[src/rtl/div_seq_if.sv]
// rtl/div_seq_if.sv - start/busy/done handshake and result bundle for div_seq
// DIV_OVF_FLAG_EN adds the ovf result flag.
interface div_seq_if #(
  parameter int WIDTH = 32
);
  logic             start;
  logic             signed_op;
  logic [WIDTH-1:0] dividend;
  logic [WIDTH-1:0] divisor;
  logic             busy;
  logic             done;
  logic [WIDTH-1:0] quotient;
  logic [WIDTH-1:0] remainder;
  logic             div_by_zero;
`ifdef DIV_OVF_FLAG_EN
  logic             ovf;

  modport master (
    output start, signed_op, dividend, divisor,
    input  busy, done, quotient, remainder, div_by_zero, ovf
  );
  modport slave (
    input  start, signed_op, dividend, divisor,
    output busy, done, quotient, remainder, div_by_zero, ovf
  );
`else
  modport master (
    output start, signed_op, dividend, divisor,
    input  busy, done, quotient, remainder, div_by_zero
  );
  modport slave (
    input  start, signed_op, dividend, divisor,
    output busy, done, quotient, remainder, div_by_zero
  );
`endif
endinterface

[src/rtl/div_seq.sv]
// rtl/div_seq.sv - multi-cycle restoring divider, quotient -> LO, remainder -> HI
// DIV_OVF_FLAG_EN adds the signed MIN / -1 overflow flag (ovf).
module div_seq #(
  parameter int WIDTH = 32
) (
  input  logic    clk,
  input  logic    rst_n,
  div_seq_if.slave bus
);
  localparam int CNT_W = $clog2(WIDTH) + 1;

  typedef enum logic [1:0] {IDLE, PREP, ITER, FIX} state_e;

  state_e           state_q, state_d;
  logic [WIDTH-1:0] a_q, a_d;
  logic [WIDTH-1:0] b_q, b_d;
  logic             sgn_q, sgn_d;
  logic             qneg_q, qneg_d;
  logic             rneg_q, rneg_d;
  logic [WIDTH-1:0] dvs_q, dvs_d;
  logic [WIDTH-1:0] dvd_q, dvd_d;
  logic [WIDTH-1:0] prem_q, prem_d;
  logic [CNT_W-1:0] cnt_q, cnt_d;
  logic             busy_q, busy_d;
  logic             done_q, done_d;
  logic [WIDTH-1:0] quotient_q, quotient_d;
  logic [WIDTH-1:0] remainder_q, remainder_d;
  logic             div_by_zero_q, div_by_zero_d;
  logic             ovf_q, ovf_d;
  logic [WIDTH:0]   shifted;
  logic [WIDTH:0]   trial;

  always_ff @(posedge clk or negedge rst_n) begin
    if (!rst_n) begin
      state_q       <= IDLE;
      a_q           <= '0;
      b_q           <= '0;
      sgn_q         <= 1'b0;
      qneg_q        <= 1'b0;
      rneg_q        <= 1'b0;
      dvs_q         <= '0;
      dvd_q         <= '0;
      prem_q        <= '0;
      cnt_q         <= '0;
      busy_q        <= 1'b0;
      done_q        <= 1'b0;
      quotient_q    <= '0;
      remainder_q   <= '0;
      div_by_zero_q <= 1'b0;
      ovf_q         <= 1'b0;
    end else begin
      state_q       <= state_d;
      a_q           <= a_d;
      b_q           <= b_d;
      sgn_q         <= sgn_d;
      qneg_q        <= qneg_d;
      rneg_q        <= rneg_d;
      dvs_q         <= dvs_d;
      dvd_q         <= dvd_d;
      prem_q        <= prem_d;
      cnt_q         <= cnt_d;
      busy_q        <= busy_d;
      done_q        <= done_d;
      quotient_q    <= quotient_d;
      remainder_q   <= remainder_d;
      div_by_zero_q <= div_by_zero_d;
      ovf_q         <= ovf_d;
    end
  end

  always_comb begin
    state_d       = state_q;
    a_d           = a_q;
    b_d           = b_q;
    sgn_d         = sgn_q;
    qneg_d        = qneg_q;
    rneg_d        = rneg_q;
    dvs_d         = dvs_q;
    dvd_d         = dvd_q;
    prem_d        = prem_q;
    cnt_d         = cnt_q;
    busy_d        = busy_q;
    done_d        = 1'b0;
    quotient_d    = quotient_q;
    remainder_d   = remainder_q;
    div_by_zero_d = div_by_zero_q;
    ovf_d         = ovf_q;
    // dvd_q shifts dividend bits out of the top while quotient bits enter at the bottom
    shifted       = {prem_q, dvd_q[WIDTH-1]};
    trial         = shifted - {1'b0, dvs_q};

    case (state_q)
      IDLE: begin
        if (bus.start) begin
          a_d     = bus.dividend;
          b_d     = bus.divisor;
          sgn_d   = bus.signed_op;
          busy_d  = 1'b1;
          state_d = PREP;
        end
      end
      PREP: begin
        dvd_d  = (sgn_q && a_q[WIDTH-1]) ? -a_q : a_q;
        dvs_d  = (sgn_q && b_q[WIDTH-1]) ? -b_q : b_q;
        qneg_d = sgn_q && (a_q[WIDTH-1] ^ b_q[WIDTH-1]);
        rneg_d = sgn_q && a_q[WIDTH-1];
        prem_d = '0;
        cnt_d  = CNT_W'(WIDTH);
        if (b_q == '0) begin
          done_d        = 1'b1;
          busy_d        = 1'b0;
          quotient_d    = '1;
          remainder_d   = a_q;
          div_by_zero_d = 1'b1;
          ovf_d         = 1'b0;
          state_d       = IDLE;
        end else begin
          state_d = ITER;
        end
      end
      ITER: begin
        if (!trial[WIDTH]) begin
          prem_d = trial[WIDTH-1:0];
          dvd_d  = {dvd_q[WIDTH-2:0], 1'b1};
        end else begin
          prem_d = shifted[WIDTH-1:0];
          dvd_d  = {dvd_q[WIDTH-2:0], 1'b0};
        end
        cnt_d = cnt_q - CNT_W'(1);
        if (cnt_q == CNT_W'(1)) begin
          state_d = FIX;
        end
      end
      FIX: begin
        // MIN / -1 needs no special path: the magnitude quotient is already the MIN pattern
        quotient_d    = qneg_q ? -dvd_q : dvd_q;
        remainder_d   = rneg_q ? -prem_q : prem_q;
        done_d        = 1'b1;
        busy_d        = 1'b0;
        div_by_zero_d = 1'b0;
        ovf_d         = sgn_q && (a_q == {1'b1, {(WIDTH-1){1'b0}}}) && (b_q == '1);
        state_d       = IDLE;
      end
      default: state_d = IDLE;
    endcase
  end

  assign bus.busy        = busy_q;
  assign bus.done        = done_q;
  assign bus.quotient    = quotient_q;
  assign bus.remainder   = remainder_q;
  assign bus.div_by_zero = div_by_zero_q;
`ifdef DIV_OVF_FLAG_EN
  assign bus.ovf         = ovf_q;
`else
  logic unused_ovf;
  assign unused_ovf = ovf_q;
`endif

endmodule

[src/flat_wrapper.sv]
// flat-port wrapper written by rule: the top's interface ports become plain ports
module div_seq_flat 
#(
  parameter int WIDTH = 32
)
  (clk, rst_n, bus_start, bus_signed_op, bus_dividend, bus_divisor, bus_busy, bus_done, bus_quotient, bus_remainder, bus_div_by_zero);
  div_seq_if #(.WIDTH(WIDTH)) bus_i ();
  input  logic clk;
  input  logic rst_n;
  input wire logic [$bits(bus_i.start)-1:0] bus_start;
  input wire logic [$bits(bus_i.signed_op)-1:0] bus_signed_op;
  input wire logic [$bits(bus_i.dividend)-1:0] bus_dividend;
  input wire logic [$bits(bus_i.divisor)-1:0] bus_divisor;
  output wire logic [$bits(bus_i.busy)-1:0] bus_busy;
  output wire logic [$bits(bus_i.done)-1:0] bus_done;
  output wire logic [$bits(bus_i.quotient)-1:0] bus_quotient;
  output wire logic [$bits(bus_i.remainder)-1:0] bus_remainder;
  output wire logic [$bits(bus_i.div_by_zero)-1:0] bus_div_by_zero;
  assign bus_i.start = bus_start;
  assign bus_i.signed_op = bus_signed_op;
  assign bus_i.dividend = bus_dividend;
  assign bus_i.divisor = bus_divisor;
  assign bus_busy = bus_i.busy;
  assign bus_done = bus_i.done;
  assign bus_quotient = bus_i.quotient;
  assign bus_remainder = bus_i.remainder;
  assign bus_div_by_zero = bus_i.div_by_zero;
  div_seq #(.WIDTH(WIDTH)) u_core (.clk(clk), .rst_n(rst_n), .bus(bus_i));
endmodule
[config.mk]
export PLATFORM = sky130hd
export DESIGN_NAME = div_seq_flat
export DESIGN_NICKNAME = d
export VERILOG_FILES = /design/src/rtl/div_seq_if.sv /design/src/rtl/div_seq.sv /design/src/flat_wrapper.sv
export SDC_FILE = /design/constraint.sdc
export NUM_CORES = 1
export LEC_CHECK = 0
export ABC_AREA = 0
export CORE_MARGIN = 2
export CORE_UTILIZATION = 40
export CTS_CLUSTER_DIAMETER = 120
export DETAILED_ROUTE_END_ITERATION = 6
export PLACE_DENSITY = 0.68
export SETUP_SLACK_MARGIN = 0.1
export SYNTH_ARGS = -nofsm -noshare
export SYNTH_HDL_FRONTEND = slang
export SYNTH_SLANG_ARGS = --single-unit
export TNS_END_PERCENT = 5
[constraint.sdc]
create_clock -name clk -period 7.7 [get_ports clk]
set_input_delay 0.77 -clock clk [delete_from_list [all_inputs] [get_ports clk]]
set_output_delay 0.77 -clock clk [all_outputs]
set_load 0.01 [all_outputs]
; ---- After elaboration in Yosys (flattened, before gate mapping)
; Index checks and enable logic that the tools add are counted.
[totals]
reg_bits = 238
input_bits = 68
out_inout_bits = 67
wordCells = 65
[op_classes]
addsub = 6
eq_ne = 7
muxes = 24
bitwise = 1
n_reduce_logical = 12
[ops]
columns = cell, count
row1 = case mux 32 bit (2 select lines), 4
row2 = 2-to-1 mux 32 bit, 7
row3 = negation 32 bit, 4
row4 = subtractor 33 x 32 -> 33 bit, 1
row5 = logical NOT 32 bit, 1
row6 = case mux 6 bit (2 select lines), 1
row7 = case mux 2 bit (4 select lines), 1
row8 = equality test 6 x 1 -> 1 bit (second input constant), 1
row9 = 2-to-1 mux 2 bit, 3
row10 = AND reduction 2 bit, 3
row11 = subtractor 6 x 1 -> 6 bit (second input constant), 1
row12 = 2-to-1 mux 1 bit, 5
row13 = equality test 2 bit (second input constant), 2
row14 = inequality test 2 x 1 -> 1 bit (second input constant), 2
row15 = case mux 1 bit (2 select lines), 2
row16 = nonzero test 2 bit, 2
row17 = logical AND 1 bit, 3
row18 = case mux 1 bit (3 select lines), 1
row19 = AND reduction 3 bit, 1
row20 = nonzero test 3 bit, 1
row21 = equality test 2 x 1 -> 1 bit (second input constant), 1
row22 = logical NOT 2 bit, 1
row23 = inequality test 2 bit (second input constant), 1
row24 = bitwise XOR 1 bit, 1

; ---- Depth between registers and ports, before layout
[depth]
depth_word = 3
mapped_depth = 13

; ---- Least setup slack after synthesis
; No wires, ideal clock.
[synth_timing]
kind = reg2reg
startpoint = register u_core.dvd_q[31]
endpoint = register u_core.prem_q[11]
arrival_ns = 3.112
path_slack_ns = 4.447
path_stages_with_launch = 14
n_path_buf = 1
synth_period_minus_slack_ns = 3.253
cell_sequence = dfrtp_1 -> inv_1 -> ha_1 -> fa_1 -> nand2b_1 -> a21oi_1 -> nor4_1 -> o31a_1 -> a2111oi_4 -> o221ai_4 -> xnor2_4 -> buf_4 -> mux2i_1 -> o22ai_1
[synth_via]
elab_chain_len = 3
[synth_lines]
columns = item, line
row1 = from (decl), div_seq.sv:21  ; logic [WIDTH-1:0] dvd_q, dvd_d;
row2 = from (signal assigned), div_seq.sv:59  ; dvd_q <= dvd_d;
row3 = subtractor 33 x 32 -> 33 bit, div_seq.sv:90  ; trial = shifted - {1'b0, dvs_q};
row4 = 2-to-1 mux 32 bit, div_seq.sv:122  ; if (!trial[WIDTH]) begin
row5 = case mux 32 bit (2 select lines), div_seq.sv:92  ; case (state_q)
row6 = to (signal assigned), div_seq.sv:60  ; prem_q <= prem_d;
row7 = to (decl), div_seq.sv:22  ; logic [WIDTH-1:0] prem_q, prem_d;
; No other way between the ends.
; A chain may end at the register's enable or synchronous reset.

; ---- Worst setup path in the final report
[layout_timing]
startpoint = register u_core.dvd_q[31]
endpoint = register u_core.prem_q[15]
; The elaborated chain is that of the path after synthesis.

==> out/metrics.cfg <==
[critical_path]
critPathLaunchType=register
r2r_start=u_core.dvd_q[31]
arrival_ns=4.36
reg2reg_depth=13
startpoint=u_core.dvd_q[31]
crit_fanout=24
crit_path_end=u_core.prem_q[15]
path_class=register to register
cp.buffers_inverters=2
endpoint_kind=register
reg2reg_to=u_core.prem_q[15]
r2r_slack_ns=3.72
cp_cell_sequence=inv_1, ha_1, fa_1, nand2b_1, a21oi_1, nor4_1, o31a_1, a2111oi_4, o221ai_4, xnor2_4, buf_4, mux2i_1, o22ai_1
crit_required_ns=8.09
crit_cells=13
cpLargestDelayFamily=compound AO/OA/AOI/OAI gates
slowest_delay_ns=0.46
crit_slowest_cell=a2111oi_4

[timing]
setup_tns_ns=0
setup_viol=0
slew_violations=0
period_needed_ns=3.98
fmax_ghz=0.251
hold_viol_final=0
relSlewSlack_pct=25.4
finalCritPeriodShare_pct=51.7
finClkSkew_ns=0.00933
worstMarginPinSlew_ns=1.12
rsz0062_at_grt=false

[flow_run]
drv_cap=0

[finish]
drive_above_1_share_pct=10.8
fin_nets=1691
syn_to_final_growth_pct=18.6
antennaDiodeCount=0

[synthesis]
synthCells=1479
yosysWarnings=0
synth-seq-cells=238
synthTopCellsByArea=dfrtp_1 (42%), mux2_2 (7.3%), xnor2_1 (5.7%)
yosysMostFrequentCell=dfrtp_1
synth_common_cells=dfrtp_1 (238), nand2_1 (169), o21ai_0 (138)
synth-main-ff-cell=dfrtp_1
synth.avg_cell_area_um2=9.50
ys_types=67
syn_nets=1590
synth_top_area_share_pct=42.4
async_reset_ff_share_pct=100
syn_area_um2=14100
synth_edf_count=0
synth_seq_area_share_pct=42.4
synth_top_area_cell=dfrtp_1

[clock_tree]
cts_buffers=28
cts_resized=0
cts_tree=built
cts_hold_repair.buffers=0
cts_buffer_depth=3
postCtsSetupBuffers=0
root_buffer=clkbuf_16
cts.htree.levels=1
clock-sinks=238
clk_pin_slew_worst_paths_ns=0.06
clk_latency_ns=0.55

[route]
routedWlPerCell_um=17.1
drc=6
via_per_inst=5.47
drtIter0Drc=764
via_count=11200
ant_nets=0
first_pass_iters=7
drt-total-wl_mm=35.2

[pwr]
powerDensity_nw_per_um2=408
p_sw_mw=2.75
vdd_drop_max_v=0.000287
p_comb_share_pct=45.4
clkPwrFrac_pct=19.3
swShare_pct=40.5
p_leak_nw=6.85
internal_power_mw=4.05
seqPwrFrac_pct=35.2
total_power_mw=6.80

[outcome]
status=complete, but fails checks
violations=DRC

[floorplanning]
pin_count=135
num_rows=68
die_area_um2=36600
start_util_pct=40.7
core-area_um2=34500
die_width_um=191
chipHeight_um=191

[grt]
grt_first_pass_wirelength_mm=57.5
grt_pass1_vias=11000
grt.total_usage_pct=19.3
grt_max_degree=97
grt_antenna_before_repair=0
grt-ovfl-total=0

[placement]
place_hpwl_mm=25.9
place.gp.congestion=0.889
io_buffer_count=134

[min_path]
min_path_type=input port to asynchronous set/reset pin

## final cells by class
type | instances | area, um2
Fill cell | 3301 | 17900
Multi-Input combinational cell | 1086 | 7510
Sequential cell | 238 | 5960
Timing Repair Buffer | 144 | 1420
Clock buffer | 43 | 817
Tap cell | 455 | 569
Inverter | 82 | 308
Clock inverter | 5 | 90.1
## power by group through the flow
stage	registers (mW)	clock network, mW	logic, mW
floorplan	2.25	0	2.23
global placement	2.38	0	3.04
detailed placement	2.41	0	3.09
CTS	2.39	1.34	3.11
global route	2.47	1.40	3.45
finish	2.40	1.32	3.09
## routing by layer
layer / vias to the layer above / part of all wire (%) / global-route usage (%)
met5: - / 0 / 0
met4: 0 / 1.9 / 4.11
met3: 49 / 5.3 / 2.22
met2: 300 / 46 / 31.7
met1: 5441 / 46 / 27.4
li1: 5444 / - / -
## sequential cells by signal (all words and copies together), names as in the netlist, named ones only
| name | flops |
|---|---|
| u_core.state_q | 1 |
| u_core.prem_q | 32 |
| u_core.cnt_q | 6 |
| u_core.bus.quotient | 32 |
| u_core.bus.busy | 1 |
| u_core.dvs_q | 32 |
| u_core.bus.remainder | 32 |
| u_core.b_q | 32 |
| u_core.qneg_q | 1 |
| u_core.a_q | 32 |
| u_core.dvd_q | 32 |
| u_core.bus.div_by_zero | 1 |
| u_core.sgn_q | 1 |
| u_core.rneg_q | 1 |
| u_core.bus.done | 1 |
## cells by family after synthesis
kind of cell | synth area share (%)
mux | 9.82
simple gates | 12.2
fa+ha+maj | 3.88
buf+inv | 4.26
xor+xnor | 9.42
flops | 42.4
compound gates | 18.0
## through the flow
stage	utilization (%)	hold slack (ns)	setup WS (ns)	std cells	cell area, um2
final	48.3	0.226	3.72	2053	16700
after detailed placement	45.6	0.474	3.77	2005	15800
after CTS	48.3	0.263	3.75	2053	16700
after floorplan	-	0.474	4.45	1479	14100
after global placement	45.6	0.471	3.88	2005	15800
after global routing	48.3	0.287	3.45	2053	16700
## placed cells by master (no fill, tap or decap), types with 24 or more instances in the layout
cell type	count
dfrtp_1	238
nand2_1	168
o21ai_0	138
clkdlybuf4s50_1	133
xnor2_1	92
mux2_2	91
inv_1	81
nor2_1	79
a21oi_1	75
xor2_1	56
ha_1	38
mux2i_1	34
o22a_1	33
clkbuf_16	28
o22ai_1	24
## worst min path at each step
stage	start	endpoint	slack (ns)	cells after the start
6_report	rst_n	u_core.bus.quotient[7]	0.23	1
5_1_grt	rst_n	u_core.bus.quotient[7]	0.29	1
4_1_cts	rst_n	u_core.bus.quotient[7]	0.26	1
3_5_place_dp	u_core.bus.remainder[30]	u_core.bus.remainder[30]	0.47	2
3_3_place_gp	u_core.bus.remainder[4]	u_core.bus.remainder[4]	0.47	2
2_1_floorplan	rst_n	asynchronous set/reset pin	0.47	0
(Power assumes the default switching activity.)
==> variant 1, RTL diff (config.mk and constraints unchanged) <==
`WIDTH` is set to 32 in 3 places; all go to 16.
--- a/src/rtl/div_seq_if.sv
+++ b/src/rtl/div_seq_if.sv
@@ -1,7 +1,7 @@
 // rtl/div_seq_if.sv - start/busy/done handshake and result bundle for div_seq
 // DIV_OVF_FLAG_EN adds the ovf result flag.
 interface div_seq_if #(
-  parameter int WIDTH = 32
+  parameter int WIDTH = 16
 );
   logic             start;
   logic             signed_op;
--- a/src/rtl/div_seq.sv
+++ b/src/rtl/div_seq.sv
@@ -1,7 +1,7 @@
 // rtl/div_seq.sv - multi-cycle restoring divider, quotient -> LO, remainder -> HI
 // DIV_OVF_FLAG_EN adds the signed MIN / -1 overflow flag (ovf).
 module div_seq #(
-  parameter int WIDTH = 32
+  parameter int WIDTH = 16
 ) (
   input  logic    clk,
   input  logic    rst_n,
--- a/src/flat_wrapper.sv
+++ b/src/flat_wrapper.sv
@@ -1,7 +1,7 @@
 // flat-port wrapper written by rule: the top's interface ports become plain ports
 module div_seq_flat 
 #(
-  parameter int WIDTH = 32
+  parameter int WIDTH = 16
 )
   (clk, rst_n, bus_start, bus_signed_op, bus_dividend, bus_divisor, bus_busy, bus_done, bus_quotient, bus_remainder, bus_div_by_zero);
   div_seq_if #(.WIDTH(WIDTH)) bus_i ();
Interface: changed (resized bus_dividend, bus_divisor, bus_quotient and bus_remainder); port bits go from 135 to 71. No check against the original RTL was run, so the function may have changed too.
==> variant 1 against the unedited design <==
Setup slack better by 750 ps. Sequential cell count is 113 lower. Largest power group unchanged. Sequential share of layout area is 0.26 points lower. Wire length is 48% lower. Largest cell class unchanged. Final area is 47% lower. Core utilization is 0.83 points higher. Total power is 45% lower. Synthesized area is 48% lower.
==> variant 1: results (changes against the unedited design) <==
stage;metric;value;unit;change
placed_design;dp_hpwl;12900;µm;was 25900 µm
power_and_ir_drop;p_leak;3.67;nW;was 6.85 nW
power_and_ir_drop;switching_share;0.401;;was 0.405
sta;max_slew_margin;0.425;;was 0.254
setup_path;cp_data_arrival_time;3530;ps;was 4360 ps
setup_path;r2r_cells;11;;was 13
global_routing;grt_pass1_wl;29500;µm;was 57500 µm
placed_design;placed_area;0.00823;mm²;was 0.0158 mm²
detailed_routing;dr.first_iter.drc_count;425;;was 764
clocking;worstSkewPairLatency;420;ps;was 550 ps
status;status;complete, no violations;;was finished, violations left
power_and_ir_drop;pwr-share-comb;0.442;;was 0.454
global_routing;grt_pass1_vias;5546;;was 11000
synthesis;syn_nets;838;;was 1590
detailed_routing;routed-wl-met3;958;µm;was 1870 µm
detailed_routing;m1WireLength;8770;µm;was 16300 µm
synthesis;yosysSeqAreaShare;0.426;;was 0.424
final_layout;nets;901;;was 1691
global_routing;grt_util_met1;0.276;;was 0.274
global_routing;grt_max_degree;66;;was 97
placed_design;port_buffers;70;;was 134
power_and_ir_drop;peakVddDrop;0.224;mV;was 0.287 mV
power_and_ir_drop;p_sw;0.00150;W;was 0.00275 W
clocking;clock-sinks;125;;was 238
detailed_routing;met2_length;8060;µm;was 16300 µm
global_routing;gr-usage-met2;0.283;;was 0.317
variant 1: changes by cell type in the layout (fill, tap and decap cells not counted), sizes merged, moves of 12 or more:
cell,unedited run,this run
dfrtp,238,125
nand2,169,61
o21ai,158,58
clkdlybuf4s50,133,69
xnor2,93,32
mux2,92,49
inv,82,47
o22a,33,1
clkbuf,43,23
xor2,56,36
ha,42,26
mux2i,34,20
or4,20,6
nor3,20,8
variant 1: final cells by class:
type	count	area, µm²	area share
clock buffers	23	478	0.0542
multi-input cells	569	3880	0.440
well taps	229	287	0.0325
clock inverters	6	111	0.0126
flip-flops and latches	125	3130	0.355
inverters	48	180	0.0204
repair buffers	77	751	0.0851
variant 1: stage by stage:
step                      utilization  cells  hold WS (ps)
final                           0.491   1077           433
after global routing            0.491   1077           499
after CTS                       0.491   1077           485
after detailed placement        0.458   1048           473
after global placement          0.458   1048           467
after floorplan                     -    775           474
==> variant 2, RTL diff (same flow settings) <==
Without the edit above. `b_q` no longer has a reset.
--- a/src/rtl/div_seq.sv
+++ b/src/rtl/div_seq.sv
@@ -34,7 +34,6 @@
     if (!rst_n) begin
       state_q       <= IDLE;
       a_q           <= '0;
-      b_q           <= '0;
       sgn_q         <= 1'b0;
       qneg_q        <= 1'b0;
       rneg_q        <= 1'b0;
@@ -51,7 +50,6 @@
     end else begin
       state_q       <= state_d;
       a_q           <= a_d;
-      b_q           <= b_d;
       sgn_q         <= sgn_d;
       qneg_q        <= qneg_d;
       rneg_q        <= rneg_d;
@@ -66,6 +64,10 @@
       div_by_zero_q <= div_by_zero_d;
       ovf_q         <= ovf_d;
     end
+  end
+
+  always_ff @(posedge clk) begin
+    b_q <= b_d;
   end
 
   always_comb begin
Check against the original RTL: same outputs for any inputs over 4 cycles, from zero or initial values and one cycle with rst_n low; that may be too few to reach the edited logic, so the function may still have changed.
==> variant 2 against the unedited design <==
Sequential share of layout area grew 1.2 points. Fmax grew 9.3%. Critical path depth shrank 3. Critical endpoint is now u_core.prem_q[27]$_DFFE_PN0P_. Final area shrank 0.62%. Combinational power shrank 7.1%. Setup slack gained 340 ps. Wire length grew 0.61%. Total power shrank 4.0%. Global-route usage grew 0.25 points. Synthesized area shrank 0.85%. Count of clock-buffer cells in the layout shrank 9. Synthesized cell count shrank 1.1%. Sequential cell count is the same.
==> variant 2: results (changes against the unedited design) <==
stage;metric;value;unit;change
status;status;complete, no violations;;was finished, violations left
synthesis;synth_fa_ha_area_frac;0.0392;;was 0.0388
detailed_routing;vias;11200;;about the same
setup_path;cp.depth;10;;was 13
power_and_ir_drop;peakVddDrop;0.234;mV;was 0.287 mV
synthesis;synth_xor_area_frac;0.0899;;was 0.0942
setup_path;r2r_cells;10;;was 13
power_and_ir_drop;power-top-group;combinational cells;;unchanged
sta;skew;12.0;ps;was 9.33 ps
detailed_routing;routed-wl-met3;1730;µm;was 1870 µm
synthesis;synthTopCellsByArea;dfrtp_1, edfxtp_1, xnor2_1, o21ai_0, mux2_2;;was dfrtp_1, mux2_2, xnor2_1, o21ai_0, nand2_1
power_and_ir_drop;switching_share;0.396;;was 0.405
synthesis;syn_nets;1574;;was 1590
setup_path;reg2reg_slack;4060;ps;was 3720 ps
detailed_routing;dr.first_iter.drc_count;794;;was 764
clocking;clk_path_buf_depth;3;;unchanged
power_and_ir_drop;p_seq;0.00234;W;was 0.00240 W
setup_path;crit_end;u_core.prem_q[27]$_DFFE_PN0P_;;was u_core.prem_q[15]$_DFFE_PN0P_
global_routing;track_usage;0.196;;was 0.193
setup_path;cp-startpoint;u_core.prem_q[26]$_DFFE_PN0P_;;was u_core.dvd_q[31]$_DFFE_PN0P_
global_routing;grt_max_degree;104;;was 97
clocking;postCtsSetupBuffers;0;;unchanged
global_routing;grt_pass1_wl;57200;µm;was 57500 µm
global_routing;grt_util_met1;0.276;;was 0.274
setup_path;cp_data_arrival_time;4050;ps;was 4360 ps
detailed_routing;wl_per_cell;17.4;µm;was 17.1 µm
setup_path;cp_max_fo;26;;was 24
setup_path;slowest_stage;nor3_1;;was a2111oi_4
global_routing;use_met3;0.0197;;was 0.0222
synthesis;synth.top_cells.by_count;dfrtp_1, nand2_1, o21ai_0;;unchanged
detailed_routing;m1WireLength;16600;µm;was 16300 µm
detailed_routing;met2_length;16300;µm;about the same
final_layout;nets;1670;;was 1691
global_routing;gr-usage-met2;0.324;;was 0.317
synthesis;async_flop_share;0.866;;was 1.00
final_layout;drive_above_1_share;0.0873;;was 0.108
detailed_routing;drt-pass1-iter-count;5;;was 7
synthesis;synth_mux_area_frac;0.0788;;was 0.0982
synthesis;synth-edff-count;32;;was 0
detailed_routing;top_layer_used;met4;;unchanged
synthesis;yosysSeqAreaShare;0.439;;was 0.424
setup_path;path_delay_family;compound AO/OA/AOI/OAI gates;;unchanged
placed_design;gp_congestion;0.894;;was 0.889
sta;max_slew_margin;0.270;;was 0.254
synthesis;synth_compound_area_frac;0.189;;was 0.180
setup_path;worst_path_largest_cell_delay;660;ps;was 460 ps
synthesis;yosysUniqueCellTypes;62;;was 67
placed_design;dp_hpwl;25900;µm;about the same
power_and_ir_drop;p_leak;6.77;nW;was 6.85 nW
clocking;cts_buffers;27;;was 28
==> variant 2: cell types whose count changed after synthesis, sizes merged, moves of 7 or more <==
cell and delta:
a21o +7, a21oi +22, buf -12, clkbuf +16, dfrtp -32, edfxtp +32, mux2 -31, mux2i +7
nand2 -20, nor2 +12, o21a +9, o21ai -17, or3 +7, or4 -10
==> variant 2: metrics by stage <==
stage          total power, W  cells  hold WS [ps]  setup slack [ps]  cell area, µm²
2_1_floorplan         0.00423   1463           474              4400           13900
3_3_place_gp          0.00515   1985           473              4080           15700
3_5_place_dp          0.00522   1985           478              4090           15700
4_1_cts               0.00656   2035           332              4060           16600
5_1_grt               0.00699   2035           375              3680           16600
6_report              0.00653   2035           273              4060           16600
==> variant 2: cell type report <==
type / instances / area [µm²]
fillers: 3239 / 17900
flip-flops and latches: 238 / 6120
multi-input cells: 1073 / 7270
well taps: 455 / 569
repair buffers: 144 / 1420
clock buffers: 34 / 732
inverters: 75 / 282
clock inverters: 16 / 176
